`src/rtl/fifo_pkg.sv`:
```
// Shared sizing helpers for the valid/ready synchronous FIFO.
package fifo_pkg;

  localparam int unsigned DROP_W = 8;

  function automatic int unsigned CNT_W(input int unsigned depth);
    return $clog2(depth + 1);
  endfunction

endpackage

```
`src/rtl/fifo_mem.sv`:
```
// DEPTH x DATA_WIDTH storage with one synchronous write port and a combinational read port.
module fifo_mem
  import fifo_pkg::*;
#(
  parameter int unsigned DATA_WIDTH = 8,
  parameter int unsigned DEPTH      = 8,
  parameter int unsigned PTR_W      = 3
) (
  input  logic                  clk_i,
  input  logic                  we_i,
  input  logic [PTR_W-1:0]      waddr_i,
  input  logic [DATA_WIDTH-1:0] wdata_i,
  input  logic [PTR_W-1:0]      raddr_i,
  output logic [DATA_WIDTH-1:0] rdata_o
);

  logic [DATA_WIDTH-1:0] mem_q [DEPTH];

  // Storage is deliberately left unreset; emptiness is tracked by the count.
  always_ff @(posedge clk_i) begin
    if (we_i) begin
      mem_q[waddr_i] <= wdata_i;
    end
  end

  assign rdata_o = mem_q[raddr_i];

endmodule

```
`src/rtl/sync_fifo_rv.sv`:
```
// First-word-fall-through FIFO with valid/ready ports, occupancy flags, flush and drop counter.
module sync_fifo_rv
  import fifo_pkg::*;
#(
  parameter int unsigned DATA_WIDTH = 8,
  parameter int unsigned DEPTH      = 8,
  parameter int unsigned AF_LEVEL   = DEPTH - 1,
  parameter int unsigned AE_LEVEL   = 1
) (
  input  logic                      clk_i,
  input  logic                      rst_ni,
  input  logic                      flush_i,
  input  logic                      wr_valid_i,
  output logic                      wr_ready_o,
  input  logic [DATA_WIDTH-1:0]     wr_data_i,
  output logic                      rd_valid_o,
  input  logic                      rd_ready_i,
  output logic [DATA_WIDTH-1:0]     rd_data_o,
  output logic [CNT_W(DEPTH)-1:0]   count_o,
  output logic                      full_o,
  output logic                      empty_o,
  output logic                      almost_full_o,
  output logic                      almost_empty_o,
  output logic [DROP_W-1:0]         drop_cnt_o
);

  localparam int unsigned CntW = CNT_W(DEPTH);
  localparam int unsigned PtrW = (DEPTH > 1) ? $clog2(DEPTH) : 1;

  localparam logic [PtrW-1:0]   PtrMax  = PtrW'(DEPTH - 1);
  localparam logic [CntW-1:0]   CntFull = CntW'(DEPTH);
  localparam logic [CntW-1:0]   CntAf   = CntW'(AF_LEVEL);
  localparam logic [CntW-1:0]   CntAe   = CntW'(AE_LEVEL);
  localparam logic [DROP_W-1:0] DropMax = '1;

  logic [PtrW-1:0]       wr_ptr_q, wr_ptr_d, rd_ptr_q, rd_ptr_d;
  logic [CntW-1:0]       count_q, count_d;
  logic [DROP_W-1:0]     drop_q, drop_d;
  logic                  full, empty, push, pop;
  logic [DATA_WIDTH-1:0] mem_rdata;

  assign full  = (count_q == CntFull);
  assign empty = (count_q == '0);
  assign push  = wr_valid_i & ~full;
  assign pop   = rd_ready_i & ~empty;

  always_comb begin
    wr_ptr_d = wr_ptr_q;
    rd_ptr_d = rd_ptr_q;
    count_d  = count_q;
    drop_d   = drop_q;
    if (flush_i) begin
      wr_ptr_d = '0;
      rd_ptr_d = '0;
      count_d  = '0;
    end else begin
      if (push) begin
        wr_ptr_d = (wr_ptr_q == PtrMax) ? '0 : wr_ptr_q + PtrW'(1);
      end
      if (pop) begin
        rd_ptr_d = (rd_ptr_q == PtrMax) ? '0 : rd_ptr_q + PtrW'(1);
      end
      if (push && !pop) begin
        count_d = count_q + CntW'(1);
      end else if (pop && !push) begin
        count_d = count_q - CntW'(1);
      end
      if (wr_valid_i && full && drop_q != DropMax) begin
        drop_d = drop_q + DROP_W'(1);
      end
    end
  end

  always_ff @(posedge clk_i or negedge rst_ni) begin
    if (!rst_ni) begin
      wr_ptr_q <= '0;
      rd_ptr_q <= '0;
      count_q  <= '0;
      drop_q   <= '0;
    end else begin
      wr_ptr_q <= wr_ptr_d;
      rd_ptr_q <= rd_ptr_d;
      count_q  <= count_d;
      drop_q   <= drop_d;
    end
  end

  fifo_mem #(
    .DATA_WIDTH (DATA_WIDTH),
    .DEPTH      (DEPTH),
    .PTR_W      (PtrW)
  ) u_mem (
    .clk_i   (clk_i),
    .we_i    (push & ~flush_i),
    .waddr_i (wr_ptr_q),
    .wdata_i (wr_data_i),
    .raddr_i (rd_ptr_q),
    .rdata_o (mem_rdata)
  );

  assign wr_ready_o     = ~full;
  assign rd_valid_o     = ~empty;
  assign rd_data_o      = empty ? '0 : mem_rdata;
  assign count_o        = count_q;
  assign full_o         = full;
  assign empty_o        = empty;
  assign almost_full_o  = (count_q >= CntAf);
  assign almost_empty_o = (count_q <= CntAe);
  assign drop_cnt_o     = drop_q;

endmodule

```
`config.mk`:
```
export PLATFORM = sky130hd
export DESIGN_NAME = sync_fifo_rv
export DESIGN_NICKNAME = d
export VERILOG_FILES = /design/src/rtl/fifo_pkg.sv /design/src/rtl/fifo_mem.sv /design/src/rtl/sync_fifo_rv.sv
export SDC_FILE = /design/constraint.sdc
export NUM_CORES = 1
export LEC_CHECK = 0
export CORE_MARGIN = 1
export CORE_UTILIZATION = 35
export CTS_CLUSTER_SIZE = 25
export DETAILED_ROUTE_END_ITERATION = 10
export HOLD_SLACK_MARGIN = 0.05
export PLACE_DENSITY = 0.6
export REMOVE_ABC_BUFFERS = 1
export SLEW_MARGIN = 25
export SYNTH_ARGS = -nofsm -noshare
export SYNTH_HDL_FRONTEND = slang
export SYNTH_HIERARCHICAL = 1
export SYNTH_SLANG_ARGS = --single-unit
```
`constraint.sdc`:
```
create_clock -name clk_i -period 3.2 [get_ports clk_i]
set_input_delay 0.8 -clock clk_i [delete_from_list [all_inputs] [get_ports clk_i]]
set_output_delay 0.8 -clock clk_i [all_outputs]
set_load 0.005 [all_outputs]
```
; Word-level counts from Yosys, hierarchy flattened
; Memory sizes are Yosys's and may differ from the RTL's.
; Cells that the tools add are included.
[op_classes]
reduce_logical = 11
eq_ne = 4
n_addsub = 5
muxes = 12
bitwise_logic = 6
n_lt_le_gt_ge = 2
[op_table]
columns = operator, n
row1 = 2-to-1 mux 3 bit, 6
row2 = 2-to-1 mux 4 bit, 3
row3 = adder 8 x 1 -> 8 bit (second input constant), 1
row4 = 2-to-1 mux 8 bit, 1
row5 = != test 8 bit (second input constant), 1
row6 = adder 3 x 1 -> 3 bit (second input constant), 2
row7 = == test 3 bit (second input constant), 2
row8 = adder 4 x 1 -> 4 bit (second input constant), 1
row9 = == test 4 bit (second input constant), 1
row10 = greater-or-equal comparator 4 x 3 -> 1 bit (second input constant), 1
row11 = <= comparator 4 x 1 -> 1 bit (second input constant), 1
row12 = logical AND 1 bit, 4
row13 = zero test 4 bit, 1
row14 = nonzero test 2 bit, 2
row15 = subtractor 4 x 1 -> 4 bit (second input constant), 1
row16 = bitwise AND 1 bit, 3
row17 = inverter 1 bit, 3
row18 = nonzero test 3 bit, 1
row19 = zero test 1 bit, 2
row20 = 2-to-1 mux 1 bit, 2
row21 = AND reduction 2 bit, 1
[totals]
n_memories = 1
out_inout_bits = 26
elab_cells = 45
regBits = 18
ramBits = 64
inputBits = 13
[memory_table]
columns = memory, words, word_bits, read_ports, rd_ports_with_merged_regs, wr, line
row1 = u_mem.mem_q, 8, 8, 1, 0, 1, fifo_mem.sv:17  ; logic [DATA_WIDTH-1:0] mem_q [DEPTH];

; Longest topological paths before layout
; Gate-level depths: netlist (run 1).
[logic_depth]
word_depth = 8
mapped_depth = 7
depth_no_buf = 7

; By module
; The synthesis (run 1) kept the hierarchy.
[by_module_without_submodules]
columns = module, seq_area_each_um2, cells_each, n_inst, area_each_um2
row1 = fifo_mem, 1921.8, 106, 1, 2531.2
row2 = sync_fifo_rv, 450.4, 122, 1, 1141.1

; Worst setup path before layout (run 1)
; Ideal clock, no wire load.
[synth_timing]
path_kind = in2reg
from = input wr_valid_i
to = memory u_mem.mem_q[0][0], enable pin
t_arrival_ns = 2.089
setup_time_ns = 0.383
required_ns = 2.817
cell_stages = 5
n_path_buf = 1
setup_slack_ns = 0.728
cell_sequence = clkbuf_1 -> nand2_1 -> nor2_1 -> nand2b_1 -> nor3_1
[synth_via]
elab_chain_len = 4
[synth_lines]
columns = element, line
row1 = start: declaration, sync_fifo_rv.sv:13  ; input logic wr_valid_i,
row2 = bitwise AND 1 bit, sync_fifo_rv.sv:44  ; assign push = wr_valid_i & ~full;
row3 = bitwise AND 1 bit, sync_fifo_rv.sv:94  ; .we_i (push & ~flush_i),
row4 = 2-to-1 mux 1 bit, fifo_mem.sv:21  ; if (we_i) begin
row5 = 2-to-1 mux 1 bit (implied by the code), fifo_mem.sv:22  ; mem_q[waddr_i] <= wdata_i;
row6 = end: declaration, fifo_mem.sv:17
; No other way between the ends.

; Worst setup path in the final report (run 1)
[layout_timing]
from = register rd_ptr_q[0]
to = output rd_data_o[7]
[layout_via]
elab_chain_len = 2
[layout_lines]
columns = element, line
row1 = start: declaration, sync_fifo_rv.sv:36  ; logic [PtrW-1:0] wr_ptr_q, wr_ptr_d, rd_ptr_q, rd_ptr_d;
row2 = start signal: assignment, sync_fifo_rv.sv:82  ; rd_ptr_q <= rd_ptr_d;
row3 = memory (8 x 8 bit), n/a
row4 = named net mem_rdata[7], sync_fifo_rv.sv:40  ; logic [DATA_WIDTH-1:0] mem_rdata;
row5 = 2-to-1 mux 8 bit, sync_fifo_rv.sv:103  ; assign rd_data_o = empty ? '0 : mem_rdata;
row6 = end: declaration, sync_fifo_rv.sv:18  ; output logic [DATA_WIDTH-1:0] rd_data_o,
; The timed path passes the listed nets, and every way through them passes these cells.

==> results of run 1 <==
path summary, 6_finish.rpt:
kind                                            from                           to  slack (ns)  depth (start not counted)
setup / recovery             rd_ptr_q[0]$_DFFE_PN0P_                 rd_data_o[7]        0.06                          5
hold / removal             drop_cnt_o[5]$_DFFE_PN0P_    drop_cnt_o[5]$_DFFE_PN0P_        0.55                          1
setup reg to reg              count_o[0]$_DFFE_PN0P_  u_mem/mem_q[0][0]$_DFFE_PP_        0.81                          8
hold reg to reg            drop_cnt_o[5]$_DFFE_PN0P_    drop_cnt_o[5]$_DFFE_PN0P_        0.55                          1
max in group asynchronous                     rst_ni      rd_ptr_q[2]$_DFFE_PN0P_        1.68                          1
min in group asynchronous                     rst_ni       count_o[3]$_DFFE_PN0P_        0.94                          1
worst max-delay path, cell delays in order (launching register included):
cell	delay [ns]
dfrtp_1	0.38
buf_12	0.18
mux4_1	0.56
mux2_2	0.27
and2_1	0.15
clkdlybuf4s50_1	0.44
stage by stage:
stage | utilization (%) | total power [mW]
3_3_place_gp | 41.59 | 2.097
4_1_cts | 43.90 | 2.963
5_1_grt | 43.79 | 3.077
2_1_floorplan | - | 1.681
6_report | 43.79 | 2.935
3_5_place_dp | 41.59 | 2.102
layout make-up:
type / count / share of cell area [%]
well taps: 136 / 3.798
inverters: 6 / 0.5027
multi-input cells: 130 / 26.75
repair buffers: 50 / 10.78
clock buffers: 9 / 2.765
clock inverters: 7 / 2.429
flip-flops and latches: 82 / 52.97
kinds of logic after synthesis:
family | after synthesis
mux | 31
flops | 82
buf+inv | 16
fa+ha+maj | 9
simple gates | 68
compound gates | 18
xor+xnor | 4
power groups by stage:
| stage | clock, mW | sequential, mW | combinational [mW] |
|---|---|---|---|
| final | 0.854 | 1.27 | 0.813 |
| after floorplan | 0 | 1.30 | 0.383 |
| after global routing | 0.917 | 1.28 | 0.881 |
| after CTS | 0.873 | 1.27 | 0.820 |
| after detailed placement | 0 | 1.29 | 0.808 |
| after global placement | 0 | 1.29 | 0.805 |
cells in the final DEF, fill, tap and decap left out, drive strengths merged:
cell / count
o2111ai: 1
or3: 2
nand4: 2
a21o: 2
clkdlybuf4s50: 38
a311oi: 1
mux4: 16
bufinv: 2
a211oi: 2
nand3b: 2
a31oi: 2
edfxtp: 64
xnor2: 2
buf: 12
or4: 2
ha: 9
mux2: 14
clkbuf: 9
nand3: 5
and3b: 1
a41oi: 1
nand4b: 1
clkinv: 1
nand2b: 4
nand2: 18
mux2i: 1
nor2b: 1
and2: 9
a21oi: 8
or3b: 1
xor2: 2
nor3: 6
o21a: 1
dfrtp: 18
nor2: 13
or4b: 1
inv: 10
sequential cells by signal (all words and copies together) (netlist names):
name	cells
drop_cnt_o	8
count_o	4
wr_ptr_q	3
u_mem/mem_q	64
rd_ptr_q	3
routing by layer:
layer  vias to the layer above  global-route usage (%)  routed length (µm)  part of all wire, %
met2                        26                   21.67                3345                   48
met5                         -                       0                   0                    0
li1                        986                       -                   -                    -
met4                         0                   4.592                  81                  1.2
met1                      1050                   17.29                3321                   48
met3                         7                   3.446                 155                  2.2
==> impl_metrics.tcl, run 1 <==
set metrics [dict create \
    pwr_density_cell_nw_per_um2 655.1 \
    grt_antenna_before_repair 0 \
    yosys.area_share.adder_pct 3.066 \
    cap_violations 0 \
    dpl_worst_slack_ns 0.3015 \
    ys_seq_area_share_pct 64.60 \
    cts_buffer_depth 2 \
    required_ns 2.40 \
    cts_max_level 3 \
    p_sw_mw 0.7954 \
    synth_top_family_by_area "multiplexers" \
    synth_cell_types 42 \
    vias 2069 \
    finalHoldViolCount 0 \
    crit_fanout 19 \
    placed_cell_area_um2 4255 \
    area.growth.synth_to_final_pct 22.01 \
    drc 0 \
    ys_ff_latch 82 \
    drv_slew 0 \
    grt_pass1_wl_um 10800 \
    multiInputGateArea_um2 1199 \
    synth_edf_count 64 \
    n_antenna_cell 0 \
    post-synth-top-count-cell "edfxtp_1" \
    postCtsSetupRepairBufs 0 \
    ys_top_cells_by_count "edfxtp_1, dfrtp_1, nand2_1" \
    cts_root_buffer "clkbuf_8" \
    dp.cells 404 \
    synth_top_area_cell "edfxtp_1" \
    fin_cells 420 \
    synthFlopType "edfxtp_1" \
    setup_viol 0 \
    initial_core_util_pct 35.89 \
    synth_compound_area_share_pct 3.305 \
    tns_ns 0 \
    cts_tree "built" \
    power_frac_seq_pct 43.2 \
    synthTopCellsByArea "edfxtp_1, dfrtp_1, mux4_1" \
    period_share_pct 98.13 \
    yosys.area_share.simple_pct 9.642 \
    cts_buffers 9 \
    die_area_um2 10910 \
    layout.nets 301 \
    ys_async_sr_fraction_pct 21.95 \
    irDropWorstVdd_v 0.0002013 \
    clk_latency_ns 0.35 \
    ctsResizeCount 2 \
    firstDrtPassIters 4 \
    core_um2 10230 \
    postSynthCellCount 228 \
    skew_ns 0.01106 \
    cts_num_sinks 82 \
    synth_top_cell_area_share_pct 52.33 \
    combPwrFrac_pct 27.7 \
    status "finished, final reports clean" \
    whs_ns 0.5496 \
    p_clk_share_pct 29.1 \
    ios 39 \
    max_slew_margin_pct 42.62 \
    syn_avg_cell_area_um2 16.11 \
    rsz0062_at_grt "true" \
    regArea_um2 2374 \
    p_int_mw 2.140 \
    fmax_mhz 318.5 \
    die_x_um 104.4 \
    overflow 0 \
    clkSlewWorstSetupHoldPaths_ns 0.09 \
    switching_share_pct 27.10 \
    leakage_nw 1.604 \
    setup_ws_ns 0.06000 \
    grtUsageTotal_pct 13.34 \
    io_buffer_count 38 \
    critPathLaunchType "register" \
    grt_max_degree 20 \
    drive_gt1_share_pct 18.31 \
    rows 37 \
    first_iter_violations 97 \
    via_per_inst 4.926 \
    cp.arrival_ns 2.34 \
    hold_class "register to register" \
    cts_hold_buf 0 \
    die_h_um 104.4 \
    fin_crit_ns 3.140 \
    synthMuxAreaShare_pct 15.91 \
    synthesis.area_um2 3672 \
    endpoint_kind "output pin" \
    final_cell_area_um2 4481 \
    wl_per_cell_um 16.44 \
    ys.warnings.count 6 \
    worst_pin_slew_ns 0.8580 \
    crit_type "register to output pin" \
    antenna_left 0 \
    hpwl_um 4503 \
    wirelength_um 6903 \
    synth_xor_area_share_pct 0.9540 \
    place.gp.congestion 0.7102 \
    num-fill-cells 919 \
    grt_pass1_vias 1990 \
]
No activity file was read; power rests on OpenSTA's default activity.
==> run 2: changes to the inputs <==
CTS_CLUSTER_DIAMETER = 50   (was unset)
SKIP_LAST_GASP = 1   (was unset)
==> run 2 against run 1 <==
Maximum frequency rose by 0.22%. Critical path type unchanged. Via count is 0.39% lower. Register-to-register slack hardly changed. Non-clock buffer count is the same. Combinational power shrank 0.6%. Cell area increased by 0.25%. Clock power hardly changed. Largest power group unchanged. Setup slack gained 0.0068 ns.
==> impl_metrics.tcl, run 2 (synthesis gave the netlist of run 1 again) <==
set metrics [dict create \
    status "finished, final reports clean" \
    pwr_density_cell_nw_per_um2 652.4 \
    die_area_um2 10910 \
    cts_tree "built" \
    place.gp.congestion 0.7102 \
    cts_buffer_depth 2 \
    wl_per_cell_um 16.25 \
    grtUsageTotal_pct 13.34 \
    finalHoldViolCount 0 \
    via_per_inst 4.907 \
    irDropWorstVdd_v 0.0002021 \
    fmax_mhz 319.2 \
    cts_hold_buf 0 \
    cp.arrival_ns 2.33 \
    drive_gt1_share_pct 17.25 \
    required_ns 2.40 \
    drv_slew 0 \
    first_iter_violations 93 \
    period_share_pct 97.91 \
    die_x_um 104.4 \
    crit_fanout 19 \
    max_slew_margin_pct 42.18 \
    fin_crit_ns 3.133 \
    firstDrtPassIters 4 \
    regMostFlops "u_mem/mem_q" \
    critPathLaunchType "register" \
    drc 0 \
    final_cell_mix "edfxtp_1, clkdlybuf4s50_1, nand2_1, dfrtp_1, mux4_1" \
    initial_core_util_pct 35.89 \
    overflow 0 \
    setup_viol 0 \
    antenna_left 0 \
    core_um2 10230 \
    cap_violations 0 \
    final_common_cell "edfxtp_1" \
    cts_root_buffer "clkbuf_8" \
    ios 39 \
    rows 37 \
    hpwl_um 4503 \
    wirelength_um 6825 \
    max_stage_delay_ns 0.57 \
    largest_reg_flops 64 \
    skew_ns 0.01093 \
    area.growth.synth_to_final_pct 22.32 \
    grt_antenna_before_repair 0 \
    clkSlewWorstSetupHoldPaths_ns 0.09 \
    io_buffer_count 38 \
    n_antenna_cell 0 \
    cts_num_sinks 82 \
    layout.nets 301 \
    cts_max_level 3 \
    clk_latency_ns 0.35 \
    die_h_um 104.4 \
    num-fill-cells 918 \
    worst_pin_slew_ns 0.8647 \
    fin_util_pct 43.90 \
    endpoint_kind "output pin" \
    dp.cells 404 \
    ctsResizeCount 2 \
    hold_class "register to register" \
    postCtsSetupRepairBufs 0 \
    fin_cells 420 \
    grt_pass1_wl_um 10800 \
    grt_pass1_vias 1990 \
    rsz0062_at_grt "true" \
    vias 2061 \
    tns_ns 0 \
    leakage_nw 1.614 \
    path_cells "buf_12, mux4_1, mux2_2, and2_1, clkdlybuf4s50_1" \
    cts_buffers 9 \
    grt_max_degree 20 \
    crit_type "register to output pin" \
    crit_slowest_cell "mux4_1" \
]
==> run 2: through the flow <==
step / worst slack (ns) / area, µm² / hold slack, ns / total power, mW
global placement: 0.3076 / 4255 / 0.5324 / 2.097
detailed placement: 0.3015 / 4255 / 0.5361 / 2.102
floorplan: 0.6544 / 3602 / 0.5044 / 1.681
CTS: 0.02833 / 4492 / 0.5505 / 2.963
finish: 0.06680 / 4492 / 0.5495 / 2.930
global route: -0.04048 / 4492 / 0.5837 / 3.074
==> run 2: area by class of cell <==
cell class	count	area, µm²	share of cell area (%)
Sequential cell	82	2374	52.84
Multi-Input combinational cell	130	1210	26.94
Timing Repair Buffer	50	483.0	10.75
Tap cell	136	170.2	3.788
Clock buffer	9	123.9	2.758
Clock inverter	7	108.9	2.423
Inverter	6	22.52	0.5014
==> run 2: worst max-delay path: cells and delay by family, from the launching register on <==
kind | cells | cell delay, ns
DFF | 1 | 0.38
buffers and inverters | 2 | 0.62
muxes | 2 | 0.84
and+or+nand+nor | 1 | 0.15
==> run 2: path summary, 6_finish.rpt <==
kind / start / end / slack [ns] / depth (start not counted)
min: drop_cnt_o[5]$_DFFE_PN0P_ / drop_cnt_o[5]$_DFFE_PN0P_ / 0.55 / 1
max reg2reg: count_o[0]$_DFFE_PN0P_ / u_mem/mem_q[0][0]$_DFFE_PP_ / 0.81 / 8
min in group asynchronous: rst_ni / count_o[3]$_DFFE_PN0P_ / 0.94 / 1
max in group asynchronous: rst_ni / rd_ptr_q[2]$_DFFE_PN0P_ / 1.67 / 1
min reg2reg: drop_cnt_o[5]$_DFFE_PN0P_ / drop_cnt_o[5]$_DFFE_PN0P_ / 0.55 / 1
max: rd_ptr_q[0]$_DFFE_PN0P_ / rd_data_o[7] / 0.07 / 5
==> run 2: where the power goes <==
part	switching (mW)	total (mW)	internal, mW
registers	0.0695	1.27	1.20
logic	0.326	0.808	0.483
clock network	0.397	0.854	0.457
total	0.792	2.93	2.14
==> run 2: per-layer routing <==
layer	vias to the layer above	share of wire [%]	wire (µm)	GRT usage, %
met2	30	49	3335	21.67
met5	-	0	0	0
met3	7	2.6	175	3.446
met1	1035	47	3233	17.29
met4	0	1.2	81	4.592
li1	989	-	-	-
==> run 3: changes to the inputs <==
CELL_PAD_IN_SITES_DETAIL_PLACEMENT = 0   (was unset)
CELL_PAD_IN_SITES_GLOBAL_PLACEMENT = 2   (was unset)
CORE_UTILIZATION = 34   (was 35)
PLACE_DENSITY = 0.73   (was 0.6)
==> run 3 against run 2 <==
Total power up 0.95%. Combinational power up 3.3%. Clock power down 0.5%. Via count up 1.7%. Clock skew down 0.0013 ns. Sequential cell count unchanged. Critical path depth unchanged. Largest power group unchanged. Register-to-register slack better by 0.11 ns. Cell count up 0.24%.
==> impl_metrics.tcl, run 3 (synthesis gave the netlist of run 1 again) <==
set metrics [dict create \
    status "finished, final reports clean" \
    hold_class "register to register" \
    area.growth.synth_to_final_pct 22.96 \
    grtUsageTotal_pct 13.75 \
    final_cell_mix "edfxtp_1, clkdlybuf4s50_1, nand2_1" \
    final_common_cell "edfxtp_1" \
    crit_type "register to output pin" \
    io_buffer_count 38 \
    largest_reg_flops 64 \
    cts_buffers 9 \
    rows 37 \
    rsz0062_at_grt "true" \
    grt_max_degree 20 \
    required_ns 2.40 \
    drv_slew 0 \
    core_um2 10420 \
    grt_antenna_before_repair 0 \
    cts_root_buffer "clkbuf_8" \
    crit_fanout 10 \
    cap_violations 0 \
    cts_tree "built" \
    grt_pass1_vias 2037 \
    wl_per_cell_um 17.24 \
    layout.nets 302 \
    dp.cells 403 \
    leakage_nw 1.622 \
    firstDrtPassIters 4 \
    initial_core_util_pct 35.26 \
    die_x_um 105.9 \
    pwr_density_cell_nw_per_um2 655.1 \
    grt_pass1_wl_um 11220 \
    die_area_um2 11220 \
    cts_max_level 3 \
    cts_buffer_depth 2 \
    clkSlewWorstSetupHoldPaths_ns 0.09 \
    critPathLaunchType "register" \
    max_slew_margin_pct 36.35 \
    cts_num_sinks 82 \
    whs_ns 0.5577 \
    fin_crit_ns 3.145 \
    fmax_mhz 318.0 \
    worst_pin_slew_ns 0.9517 \
    hpwl_um 4525 \
    cp.arrival_ns 2.34 \
    wirelength_um 7259 \
    n_antenna_cell 0 \
    via_per_inst 4.981 \
    die_h_um 105.9 \
    fin_cells 421 \
    drive_gt1_share_pct 17.89 \
    endpoint_kind "output pin" \
    ios 39 \
    antenna_left 0 \
    irDropWorstVdd_v 0.0002868 \
    timing.reg2reg.setup_slack_ns 0.92 \
    clk_latency_ns 0.35 \
    regMostFlops "u_mem/mem_q" \
    drc 0 \
    vias 2097 \
    cts_hold_buf 0 \
    overflow 0 \
    first_iter_violations 114 \
    period_share_pct 98.28 \
    fin_util_pct 43.35 \
    place.gp.congestion 0.7115 \
    setup_viol 0 \
    finalHoldViolCount 0 \
    whs_path_depth 1 \
    r2r_cells 8 \
    skew_ns 0.009586 \
]
-- run 3: timing repair --
item / 4_1_cts / 5_1_grt
endpoints found under the setup margin: 9 / 5
setup buffers: 0 / 1
gates resized for setup: 2 / 1
gates cloned: 0 / 1
-- run 3: worst paths after layout --
kind	from	endpoint
worst min-delay path	drop_cnt_o[5]$_DFFE_PN0P_	drop_cnt_o[5]$_DFFE_PN0P_
worst max-delay path	rd_ptr_q[0]$_DFFE_PN0P_	rd_data_o[3]
min in group asynchronous	rst_ni	drop_cnt_o[1]$_DFFE_PN0P_
max in group asynchronous	rst_ni	rd_ptr_q[0]$_DFFE_PN0P_
worst min register to register	drop_cnt_o[5]$_DFFE_PN0P_	drop_cnt_o[5]$_DFFE_PN0P_
worst max register to register	count_o[0]$_DFFE_PN0P_	u_mem/mem_q[4][3]$_DFFE_PP_
-- run 3: through the flow --
stage                     setup WS, ns  power (mW)  setup TNS, ns  cell area, µm²
after floorplan                 0.6544       1.681              0            3602
after global placement          0.3490       2.095              0            4248
after detailed placement        0.3155       2.103              0            4248
after CTS                      0.02223       2.961              0            4482
after global routing          -0.01624       3.113       -0.04440            4516
final                          0.05501       2.958              0            4516
-- run 3: cell type report --
cell class              instances  area [µm²]
flip-flops and latches         82        2375
clock inverters                 7       106.4
fillers                       918        5901
repair buffers                 51       508.0
multi-input cells             130        1210
clock buffers                   9       123.9
well taps                     136       170.2
inverters                       6       22.52
-- run 3: power breakdown --
| part | leakage [nW] | internal [mW] | switching [mW] | total, mW |
|---|---|---|---|---|
| Clock | 0.117 | 0.455 | 0.396 | 0.850 |
| Combinational | 0.684 | 0.507 | 0.328 | 0.835 |
| Sequential | 0.821 | 1.20 | 0.0736 | 1.27 |
-- run 3: metal layers --
metal,vias up,GRT usage (%),wire (µm)
li1,990,-,-
met1,1057,17.60,3261
met2,44,22.50,3611
met3,6,2.759,304
met4,0,6.448,82
met5,-,0,0
-- run 3: critical path: stages (launching register included) --
cell and delay [ns]:
dfrtp_2 0.42, buf_12 0.16, mux4_1 0.56, mux2_2 0.29, and2_1 0.14, clkdlybuf4s50_1 0.43
